<file path="src/rtl/dmem_arbiter_pkg.sv">
// Shared definitions for the data-memory arbiter and the blocks that
// address the data memory (loader, MMIO decode).
package dmem_arbiter_pkg;

    // Arbiter FSM state encoding
    localparam logic [1:0] ARB   = 2'd0;
    localparam logic [1:0] LOCK0 = 2'd1;
    localparam logic [1:0] LOCK1 = 2'd2;

    // RAM occupies words 0..RAM_WORDS-1; MMIO words sit directly above it
    localparam int RAM_WORDS     = 512;
    localparam int MMIO_LED_WORD = RAM_WORDS;
    localparam int MMIO_SEG_WORD = RAM_WORDS + 1;

    // Word accesses only: any nonzero low address bits is a misaligned access
    function automatic logic misaligned(input logic [1:0] low);
        return low != 2'b00;
    endfunction

endpackage

</file>
<file path="src/rtl/dmem_rr_pick.sv">
// Combinational 2-way round-robin picker. force_mask bit = 1 means that
// port is eligible; on a conflict the port that did not win last time wins.
module dmem_rr_pick (
    input  logic       req0,
    input  logic       req1,
    input  logic       last,
    input  logic [1:0] force_mask,
    output logic [1:0] gnt
);

    logic elig0;
    logic elig1;

    // One-hot grant; last=1 means port 1 won previously, so port 0 wins a tie
    always_comb begin
        elig0  = req0 & force_mask[0];
        elig1  = req1 & force_mask[1];
        gnt[0] = elig0 & (~elig1 | last);
        gnt[1] = elig1 & (~elig0 | ~last);
    end

endmodule

</file>
<file path="src/rtl/dmem_arbiter.sv">
// Two-port arbiter in front of the single-ported data memory. Port 0 is the
// pipeline MEM stage, port 1 the debug/loader engine. Round-robin with an
// optional bus lock, a lock watchdog, and registered read-data return.
module dmem_arbiter
    import dmem_arbiter_pkg::*;
#(
    parameter int LOCK_MAX = 16,
    parameter int AW       = 32
) (
    input  logic          clk,
    input  logic          reset,
    input  logic          req0,
    input  logic          req1,
    input  logic          we0,
    input  logic          we1,
    input  logic [AW-1:0] addr0,
    input  logic [AW-1:0] addr1,
    input  logic [AW-1:0] wdata0,
    input  logic [AW-1:0] wdata1,
    input  logic          lock0,
    input  logic          lock1,
    input  logic [AW-1:0] mem_rdata,
    output logic          gnt0,
    output logic          gnt1,
    output logic [AW-1:0] rdata0,
    output logic [AW-1:0] rdata1,
    output logic          rvalid0,
    output logic          rvalid1,
    output logic          err0,
    output logic          err1,
    output logic          lock_timeout,
    output logic [AW-1:0] mem_addr,
    output logic [AW-1:0] mem_wdata,
    output logic          mem_read,
    output logic          mem_write
);

    localparam int CW = $clog2(LOCK_MAX + 1);

    logic [1:0]    state;
    logic          last;
    logic [CW-1:0] lock_cnt;
    logic [1:0]    allow;
    logic [1:0]    pick;
    logic [1:0]    gnt;
    logic [AW-1:0] sel_addr;
    logic [AW-1:0] sel_wdata;
    logic          sel_we;
    logic          any_gnt;
    logic          bad_align;

    // While locked only the owner is eligible
    always_comb begin
        case (state)
            LOCK0:   allow = 2'b01;
            LOCK1:   allow = 2'b10;
            default: allow = 2'b11;
        endcase
    end

    dmem_rr_pick u_pick (
        .req0       (req0),
        .req1       (req1),
        .last       (last),
        .force_mask (allow),
        .gnt        (pick)
    );

    // Grants are suppressed for as long as reset is held low
    assign gnt  = reset ? pick : 2'b00;
    assign gnt0 = gnt[0];
    assign gnt1 = gnt[1];

    // Route the granted port to the memory; misaligned accesses reach the
    // memory address lines but never strobe read or write
    always_comb begin
        sel_addr  = gnt[1] ? addr1  : addr0;
        sel_wdata = gnt[1] ? wdata1 : wdata0;
        sel_we    = gnt[1] ? we1    : we0;
        any_gnt   = |gnt;
        bad_align = misaligned(sel_addr[1:0]);
        mem_addr  = any_gnt ? sel_addr  : '0;
        mem_wdata = any_gnt ? sel_wdata : '0;
        mem_read  = any_gnt & ~bad_align & ~sel_we;
        mem_write = any_gnt & ~bad_align &  sel_we;
    end

    // Arbitration state, round-robin history and lock watchdog
    always_ff @(posedge clk or negedge reset) begin
        if (!reset) begin
            state        <= ARB;
            last         <= 1'b1;
            lock_cnt     <= '0;
            lock_timeout <= 1'b0;
        end else begin
            if (any_gnt) begin
                last <= gnt[1];
            end
            case (state)
                ARB: begin
                    if (gnt[0] && lock0) begin
                        state    <= LOCK0;
                        lock_cnt <= CW'(1);
                    end else if (gnt[1] && lock1) begin
                        state    <= LOCK1;
                        lock_cnt <= CW'(1);
                    end
                end
                LOCK0, LOCK1: begin
                    // A voluntary release wins over the watchdog in the same cycle
                    if ((state == LOCK0 && !lock0) || (state == LOCK1 && !lock1)) begin
                        state    <= ARB;
                        lock_cnt <= '0;
                    end else if (lock_cnt == CW'(LOCK_MAX)) begin
                        state        <= ARB;
                        lock_cnt     <= '0;
                        lock_timeout <= 1'b1;
                        last         <= (state == LOCK1);
                    end else begin
                        lock_cnt <= lock_cnt + CW'(1);
                    end
                end
                default: begin
                    state    <= ARB;
                    lock_cnt <= '0;
                end
            endcase
        end
    end

    // Registered read return and one-cycle valid/error pulses
    always_ff @(posedge clk or negedge reset) begin
        if (!reset) begin
            rdata0  <= '0;
            rdata1  <= '0;
            rvalid0 <= 1'b0;
            rvalid1 <= 1'b0;
            err0    <= 1'b0;
            err1    <= 1'b0;
        end else begin
            rvalid0 <= gnt[0] & ~bad_align & ~we0;
            rvalid1 <= gnt[1] & ~bad_align & ~we1;
            err0    <= gnt[0] & bad_align;
            err1    <= gnt[1] & bad_align;
            if (gnt[0] && !bad_align && !we0) begin
                rdata0 <= mem_rdata;
            end
            if (gnt[1] && !bad_align && !we1) begin
                rdata1 <= mem_rdata;
            end
        end
    end

endmodule

</file>
<file path="config.mk">
export PLATFORM = sky130hd
export DESIGN_NAME = dmem_arbiter
export DESIGN_NICKNAME = d
export VERILOG_FILES = /design/src/rtl/dmem_arbiter_pkg.sv /design/src/rtl/dmem_rr_pick.sv /design/src/rtl/dmem_arbiter.sv
export SDC_FILE = /design/constraint.sdc
export NUM_CORES = 1
export LEC_CHECK = 0
export CAP_MARGIN = 10
export CORE_MARGIN = 2
export CORE_UTILIZATION = 30
export CTS_CLUSTER_DIAMETER = 120
export DETAILED_ROUTE_END_ITERATION = 12
export GPL_ROUTABILITY_DRIVEN = 0
export PLACE_DENSITY = 0.82
export RECOVER_POWER = 50
export REMOVE_ABC_BUFFERS = 1
export SYNTH_ARGS = -nofsm -noshare
export SYNTH_HDL_FRONTEND = slang
export SYNTH_SLANG_ARGS = --single-unit
export TNS_END_PERCENT = 50
</file>
<file path="constraint.sdc">
create_clock -name clk -period 2 [get_ports clk]
set_input_delay 0.5 -clock clk [delete_from_list [all_inputs] [get_ports clk]]
set_output_delay 0.5 -clock clk [all_outputs]
set_load 0.05 [all_outputs]
</file>
==> load_flow_metrics.sql, run 1 <==
INSERT INTO impl_metrics (metric_group, metric, value, unit) VALUES
('status', 'result_of_the_run', 'finished, violations left', ''),
('status', 'violated_checks', 'setup timing', ''),
('floorplanning', 'placement_rows', '41', ''),
('synthesis', 'yosysWarningCount', '0', ''),
('grt', 'grt_overflow_total', '0', ''),
('power', 'p_per_area', '1370', 'nW/um2'),
('floorplanning', 'die_w', '118', 'um'),
('floorplanning', 'die_outline_area', '13800', 'um2'),
('detailed_routing', 'wl', '20.9', 'mm'),
('worst_setup_path', 'timing.critical_path.slowest_stage_cell', 'dfrtp_1', ''),
('sta', 'postLayoutSetupSlackWorst', '-0.666', 'ns'),
('floorplanning', 'start_util', '0.307', ''),
('synthesis', 'mappedNetlistArea', '3870', 'um2'),
('detailed_routing', 'detailedRoute.firstIterationViolations', '269', ''),
('final_layout', 'area_growth_syn_to_layout', '150', '%'),
('clock_network', 'numCtsBuffers', '9', ''),
('final_layout', 'drive_above_1_share', '0.449', ''),
('worst_setup_path', 'critical_path_class', 'flip-flop to primary output', ''),
('placed_design', 'port_buffers', '304', ''),
('grt', 'antenna_found_initial', '4', ''),
('detailed_routing', 'vias_per_cell', '5.12', ''),
('worst_setup_path', 'cp_cell_sequence', 'inv_2 -> ha_4 -> buf_6 -> and4b_4 -> buf_6 -> buf_6 -> a22oi_2 -> nor2_2 -> buf_12', ''),
('hold_path', 'hp-class', 'primary input to asynchronous set/reset pin', ''),
('clock_network', 'cts_root_buffer', 'clkbuf_16', ''),
('worst_setup_path', 'critical_path.top_delay_family', 'simple AND/OR/NAND/NOR gates', ''),
('grt', 'gr-usage-all-layers', '0.274', ''),
('synthesis', 'post_synth_edffs', '0', ''),
('final_layout', 'post-route-util', '0.766', ''),
('final_layout', 'finish.net_count', '832', ''),
('grt', 'grt_max_degree', '76', ''),
('synthesis', 'synth.avg_cell_area', '13.1', 'um2'),
('detailed_routing', 'drt_drc_violations_left', '0', ''),
('sta', 'setup_violations', '134', ''),
('worst_setup_path', 'critPathMostFrequentCell', 'buf_6', ''),
('clock_network', 'cts.htree.levels', '3', ''),
('synthesis', 'yosysTopAreaCellShare', '0.491', ''),
('detailed_routing', 'post_detailed_route_wirelength_per_cell', '24.9', 'um'),
('final_layout', 'fillerInstances', '725', ''),
('sta', 'slew_violations', '0', ''),
('detailed_routing', 'route.vias.total', '4297', ''),
('sta', 'layout_min_cycle_time', '2.67', 'ns'),
('sta', 'max_clock_skew', '0.00412', 'ns'),
('synthesis', 'most_frequent_cell_after_synthesis', 'dfrtp_1', ''),
('synthesis', 'ys_seq_elements', '77', ''),
('clock_network', 'clock_sinks', '77', ''),
('worst_setup_path', 'slowest_delay', '0.40', 'ns'),
('synthesis', 'synth.lib_cells_used.distinct', '43', ''),
('synthesis', 'synth_top_cells_by_area', 'dfrtp_1 (49%), a22o_1 (15%), mux2_1 (12%), mux2_2 (7.0%), ha_1 (1.9%)', ''),
('synthesis', 'ys.flop_type', 'dfrtp_1', ''),
('clock_network', 'tritoncts', 'done', ''),
('worst_setup_path', 'cp_num_buf_inv', '5', ''),
('power', 'irDropWorstVdd', '646', 'uV'),
('sta', 'timing.final.crit_share', '1.33', ''),
('synthesis', 'synth-async-reset-ratio', '1.00', ''),
('final_layout', 'layout.area.seq', '1930', 'um2'),
('synthesis', 'synth.cells.most_frequent', 'dfrtp_1 (76), a22o_1 (65), mux2_1 (40)', ''),
('clock_network', 'ctsHoldBuffers', '0', ''),
('worst_setup_path', 'timing.critical_path.to_type', 'primary output', ''),
('sta', 'report.final.hold_viol_count', '0', ''),
('final_layout', 'multi_input_area', '2510', 'um2'),
('power', 'power.leakage', '0.00464', 'uW'),
('sta', 'transition_time_at_the_pin_with_the_least_slew_margin', '1.01', 'ns'),
('floorplanning', 'ios', '305', ''),
('placed_design', 'dp_hpwl', '13.8', 'mm'),
('power', 'pwr_total', '13300', 'uW'),
('floorplanning', 'die_height', '118', 'um'),
('clock_network', 'clockBufferDepth', '2', ''),
('clock_network', 'cts.reportedPaths.clkPinSlew', '0.06', 'ns'),
('synthesis', 'yosysSeqAreaShare', '0.498', ''),
('worst_setup_path', 'arrival_time_worst_endpoint', '2.17', 'ns'),
('detailed_routing', 'drt_pass1_iterations', '4', '');
## logic make-up after synthesis
family                   count (synthesis)  synth area share
AO/OA/AOI/OAI                           83             0.182
adder cells (fa/ha/maj)                  6            0.0194
buffers and inverters                   30            0.0478
flip-flops                              77             0.498
multiplexers                            65             0.189
AND/OR/NAND/NOR                         35            0.0649
## repair_timing
action                                  4_1_cts  5_1_grt
pin swaps                                    47       20
gates cloned                                 12        3
buffers inserted                             13        4
gates resized for setup                     121       85
endpoints found under the setup margin      151      162
## worst reg2reg max path, stage by stage (launching register included)
cell	delay (ns)
dfrtp_1	0.41
buf_6	0.15
ha_4	0.16
nand3b_4	0.17
and4b_4	0.26
buf_12	0.15
buf_6	0.11
nor4bb_4	0.26
buf_6	0.21
buf_4	0.14
buf_12	0.12
mux2_4	0.31
## final cells by class
| class | count | area share |
|---|---|---|
| Clock buffer | 10 | 0.0247 |
| Multi-Input combinational cell | 190 | 0.260 |
| Inverter | 7 | 0.00272 |
| Clock inverter | 5 | 0.00362 |
| Timing Repair Buffer | 373 | 0.486 |
| Antenna cell | 5 | 0.00129 |
| Sequential cell | 77 | 0.200 |
| Tap cell | 172 | 0.0223 |
## routing by layer
layer	wire, um	GRT usage	share of wire	vias to the layer above
met1	8040	0.326	0.38	2173
li1	-	-	-	1883
met5	0	0	0	-
met3	1490	0.0858	0.071	38
met4	578	0.0550	0.028	0
met2	10800	0.488	0.52	203
## cells in the final DEF (no fill, tap or decap), types with 3 or more instances in the layout
cell and instances:
dlymetal6s2s_1 28, nand2b_1 5, diode_2 5, nand2_1 3, buf_12 75, buf_16 10, mux2_4 33, dlygate4sd2_1 20
a22o_4 57, buf_4 35, dfrtp_1 75, buf_6 20, mux2_2 20, ha_4 3, nand3_1 3, mux2_1 11
nor2_1 5, buf_8 6, clkbuf_16 12, inv_1 5, ha_1 3, clkdlybuf4s50_1 172, a22o_1 8
## sequential cells by signal, indices dropped and copies added (netlist names), 2 cells and up
register and count:
rdata0 32, rdata1 32, lock_cnt 5, state 2
## power breakdown
group / leakage (uW) / total (uW) / switching (uW) / internal [uW]
Combinational: 0.00353 / 9110 / 5070 / 4040
Sequential: 0.000976 / 2650 / 410 / 2240
Clock: 0.000135 / 1520 / 644 / 872
## worst paths after layout
path / from / end / slack, ns / cells after the start
setup / recovery: state[1]$_DFFE_PN0P_ / mem_write / -0.67 / 9
hold / removal: reset / lock_timeout$_DFFE_PN0P_ / 0.35 / 2
setup reg to reg: state[1]$_DFFE_PN0P_ / rdata0[25]$_DFFE_PN0P_ / -0.56 / 11
hold reg to reg: rdata1[7]$_DFFE_PN0P_ / rdata1[7]$_DFFE_PN0P_ / 0.48 / 1
max in group asynchronous: reset / state[0]$_DFFE_PN0P_ / 0.41 / 3
min in group clk: rdata1[7]$_DFFE_PN0P_ / rdata1[7]$_DFFE_PN0P_ / 0.48 / 1
## metrics by stage
stage / hold WS (ns) / TNS (ns) / instances / cell area (um2)
2_1_floorplan: 0.204 / -415.36 / 273 / 3710
3_3_place_gp: 0.433 / -78.51 / 789 / 8000
3_5_place_dp: 0.433 / -83.62 / 789 / 8000
4_1_cts: 0.110 / -57.79 / 828 / 9180
5_1_grt: 0.345 / -69.56 / 834 / 9650
6_report: 0.355 / -63.25 / 839 / 9670
No activity file was read; power rests on OpenSTA's default activity.
==> run 2: changes to the inputs <==
--- a/config.mk
+++ b/config.mk
@@ -8,4 +8,6 @@
 export CAP_MARGIN = 10
+export CELL_PAD_IN_SITES_DETAIL_PLACEMENT = 1
+export CELL_PAD_IN_SITES_GLOBAL_PLACEMENT = 2
 export CORE_MARGIN = 2
-export CORE_UTILIZATION = 30
+export CORE_UTILIZATION = 17
 export CTS_CLUSTER_DIAMETER = 120
--- a/constraint.sdc
+++ b/constraint.sdc
@@ -3,2 +3,2 @@
 set_output_delay 0.5 -clock clk [all_outputs]
-set_load 0.05 [all_outputs]
+set_load 0.005 [all_outputs]
==> load_flow_metrics.sql, run 2 (same netlist as run 1, synthesis figures left out) <==
INSERT INTO impl_metrics (metric_group, metric, value, unit) VALUES
('status', 'result_of_the_run', 'finished, violations left', ''),
('status', 'violated_checks', 'setup timing', ''),
('power', 'power.leakage', '0.00393', 'uW'),
('worst_setup_path', 'worst_r2r_path_depth', '13', ''),
('final_layout', 'biggestRegsByFlops', 'rdata0 x32, rdata1 x32, lock_cnt x5', ''),
('hold_path', 'hp-class', 'flip-flop to flip-flop', ''),
('worst_setup_path', 'critical_path.top_delay_family', 'buffers and inverters', ''),
('clock_network', 'numCtsBuffers', '9', ''),
('floorplanning', 'die_w', '155', 'um'),
('power', 'cell_internal_pwr', '7020', 'uW'),
('power', 'share_seq_of_total_power', '0.268', ''),
('power', 'swShare', '0.291', ''),
('sta', 'max_clock_skew', '0.0109', 'ns'),
('worst_setup_path', 'slowest_delay', '0.43', 'ns'),
('power', 'irDropWorstVdd', '409', 'uV'),
('worst_setup_path', 'critPathMostFrequentCell', 'buf_12', ''),
('clock_network', 'cts_root_buffer', 'clkbuf_16', ''),
('final_layout', 'most_common_library_cell_in_the_layout_ignoring_fill_and_taps', 'clkdlybuf4s50_1', ''),
('grt', 'globalRouteMet1Util', '0.162', ''),
('grt', 'grt_max_degree', '78', ''),
('grt', 'grt_pass1_wl', '29.8', 'mm'),
('floorplanning', 'ios', '305', ''),
('clock_network', 'clockBufferDepth', '2', ''),
('sta', 'setup_violations', '135', ''),
('sta', 'layout_min_cycle_time', '2.72', 'ns'),
('clock_network', 'tritoncts', 'done', ''),
('grt', 'busiest_layer', 'met2', ''),
('sta', 'rsz_0062_raised_after_global_routing', 'true', ''),
('power', 'p_per_area', '1120', 'nW/um2'),
('floorplanning', 'area_of_the_core_region', '22500', 'um2'),
('grt', 'grt_util_met2', '0.325', ''),
('grt', 'grt_overflow_total', '0', ''),
('sta', 'fmax', '0.367', 'GHz'),
('worst_setup_path', 'critPathRequiredTime', '1.50', 'ns'),
('power', 'share_of_total_power_in_combinational_logic', '0.542', ''),
('clock_network', 'clock_sinks', '77', ''),
('floorplanning', 'placement_rows', '55', ''),
('final_layout', 'drive_above_1_share', '0.388', ''),
('detailed_routing', 'post_detailed_route_wirelength_per_cell', '21.0', 'um'),
('grt', 'grt_pass1_vias', '4957', ''),
('sta', 'timing.slew.headroom', '0.271', ''),
('worst_setup_path', 'cp_num_buf_inv', '5', ''),
('sta', 'transition_time_at_the_pin_with_the_least_slew_margin', '1.09', 'ns'),
('detailed_routing', 'drt_pass1_iterations', '4', ''),
('worst_setup_path', 'worst_setup_path_start_kind', 'flip-flop', ''),
('placed_design', 'dp_hpwl', '13.9', 'mm'),
('worst_setup_path', 'critical_path_depth', '9', ''),
('worst_setup_path', 'timing.critical_path.slowest_stage_cell', 'dfrtp_1', ''),
('sta', 'report.final.hold_viol_count', '0', ''),
('clock_network', 'clock_latency', '0.33', 'ns'),
('worst_setup_path', 'critical_path_class', 'flip-flop to primary output', ''),
('worst_setup_path', 'arrival_time_worst_endpoint', '2.22', 'ns'),
('detailed_routing', 'route.vias.total', '4324', ''),
('worst_setup_path', 'cp_cell_sequence', 'ha_4 -> buf_4 -> and4b_4 -> buf_12 -> buf_12 -> buf_6 -> mux2i_4 -> nor2_1 -> buf_2', ''),
('detailed_routing', 'detailedRoute.firstIterationViolations', '144', ''),
('detailed_routing', 'drt.antenna.violating_nets', '0', ''),
('clock_network', 'cts.reportedPaths.clkPinSlew', '0.07', 'ns'),
('sta', 'setup_tns', '-74.15', 'ns'),
('power', 'netSwitchingPower', '2880', 'uW'),
('grt', 'antenna_found_initial', '4', ''),
('worst_setup_path', 'timing.critical_path.to_type', 'primary output', ''),
('sta', 'timing.final.crit_share', '1.36', ''),
('final_layout', 'area_growth_syn_to_layout', '127', '%'),
('run', 'drv.max_cap_violation_count', '0', ''),
('worst_setup_path', 'critical_path_peak_fanout', '3', ''),
('floorplanning', 'die_height', '155', 'um'),
('final_layout', 'finish.net_count', '870', ''),
('detailed_routing', 'vias_per_cell', '4.37', ''),
('clock_network', 'cts.htree.levels', '3', ''),
('sta', 'slew_violations', '0', ''),
('detailed_routing', 'wl', '20.8', 'mm'),
('floorplanning', 'die_outline_area', '24000', 'um2'),
('sta', 'postLayoutSetupSlackWorst', '-0.721', 'ns'),
('power', 'clock_power_share', '0.190', ''),
('sta', 'whs', '0.470', 'ns'),
('power', 'pwr_total', '9900', 'uW'),
('final_layout', 'final_cell_mix', 'clkdlybuf4s50_1 (234), dfrtp_1 (76), a22o_1 (63), buf_2 (56), buf_6 (49)', ''),
('grt', 'gr-usage-met3', '0.0471', ''),
('grt', 'gr-usage-all-layers', '0.164', ''),
('placed_design', 'port_buffers', '304', ''),
('hold_path', 'min_path_cells', '1', ''),
('final_layout', 'post-route-util', '0.391', ''),
('floorplanning', 'start_util', '0.172', ''),
('detailed_routing', 'drt_drc_violations_left', '0', '');
-- run 2: worst paths after layout --
| check | slack (ns) | endpoint | start |
|---|---|---|---|
| min in group asynchronous | 0.65 | state[0]$_DFFE_PN0P_ | reset |
| worst max-delay path | -0.72 | mem_write | state[0]$_DFFE_PN0P_ |
| worst min-delay path | 0.47 | lock_timeout$_DFFE_PN0P_ | lock_timeout$_DFFE_PN0P_ |
| max in group asynchronous | 0.62 | rdata0[4]$_DFFE_PN0P_ | reset |
| worst max register to register | -0.63 | rdata0[16]$_DFFE_PN0P_ | state[1]$_DFFE_PN0P_ |
| worst min register to register | 0.47 | lock_timeout$_DFFE_PN0P_ | lock_timeout$_DFFE_PN0P_ |
-- run 2: worst reg2reg max path, delay by kind of cell (launching register included) --
family / cells / cell delay [ns]
buffers and inverters: 9 / 1.23
flip-flops: 1 / 0.41
adder cells (fa/ha/maj): 1 / 0.16
AND/OR/NAND/NOR: 2 / 0.40
multiplexers: 1 / 0.30
-- run 2: layout make-up --
type                            count  area (um2)
Antenna cell                        4        10.0
Clock buffer                        9         225
Clock inverter                      7         121
Fill cell                        2405       13700
Inverter                            7        26.3
Multi-Input combinational cell    189        2050
Sequential cell                    77        1930
Tap cell                          285         357
Timing Repair Buffer              412        4090
-- run 2: per-layer routing --
layer / routed length (um) / share of wire
met1: 7320 / 0.35
met2: 11500 / 0.55
met3: 1510 / 0.072
met4: 506 / 0.024
met5: 0 / 0
-- run 2: per-stage QoR --
step                std cells  instance area [um2]  setup slack (ns)
finish                    990                 8800            -0.721
global route              990                 8800            -0.817
CTS                       978                 8580            -0.809
detailed placement        909                 7530             -1.10
global placement          909                 7530             -1.05
floorplan                 273                 3710             -4.78
-- run 2: what timing repair did --
| item | 4_1_cts | 5_1_grt |
|---|---|---|
| endpoints found under the setup margin | 137 | 139 |
| hold buffers | 0 | 0 |
| pin swaps | 44 | 32 |
| gates cloned | 9 | 4 |
| setup buffers | 46 | 9 |
| resized for setup | 346 | 64 |
-- run 2: power by group through the flow --
stage	Combinational, uW	Sequential [uW]	Clock [uW]
floorplan	1280	2640	0
global placement	4190	2580	0
detailed placement	4300	2640	0
CTS	5120	2640	1950
global route	5740	2750	2020
finish	5360	2650	1880
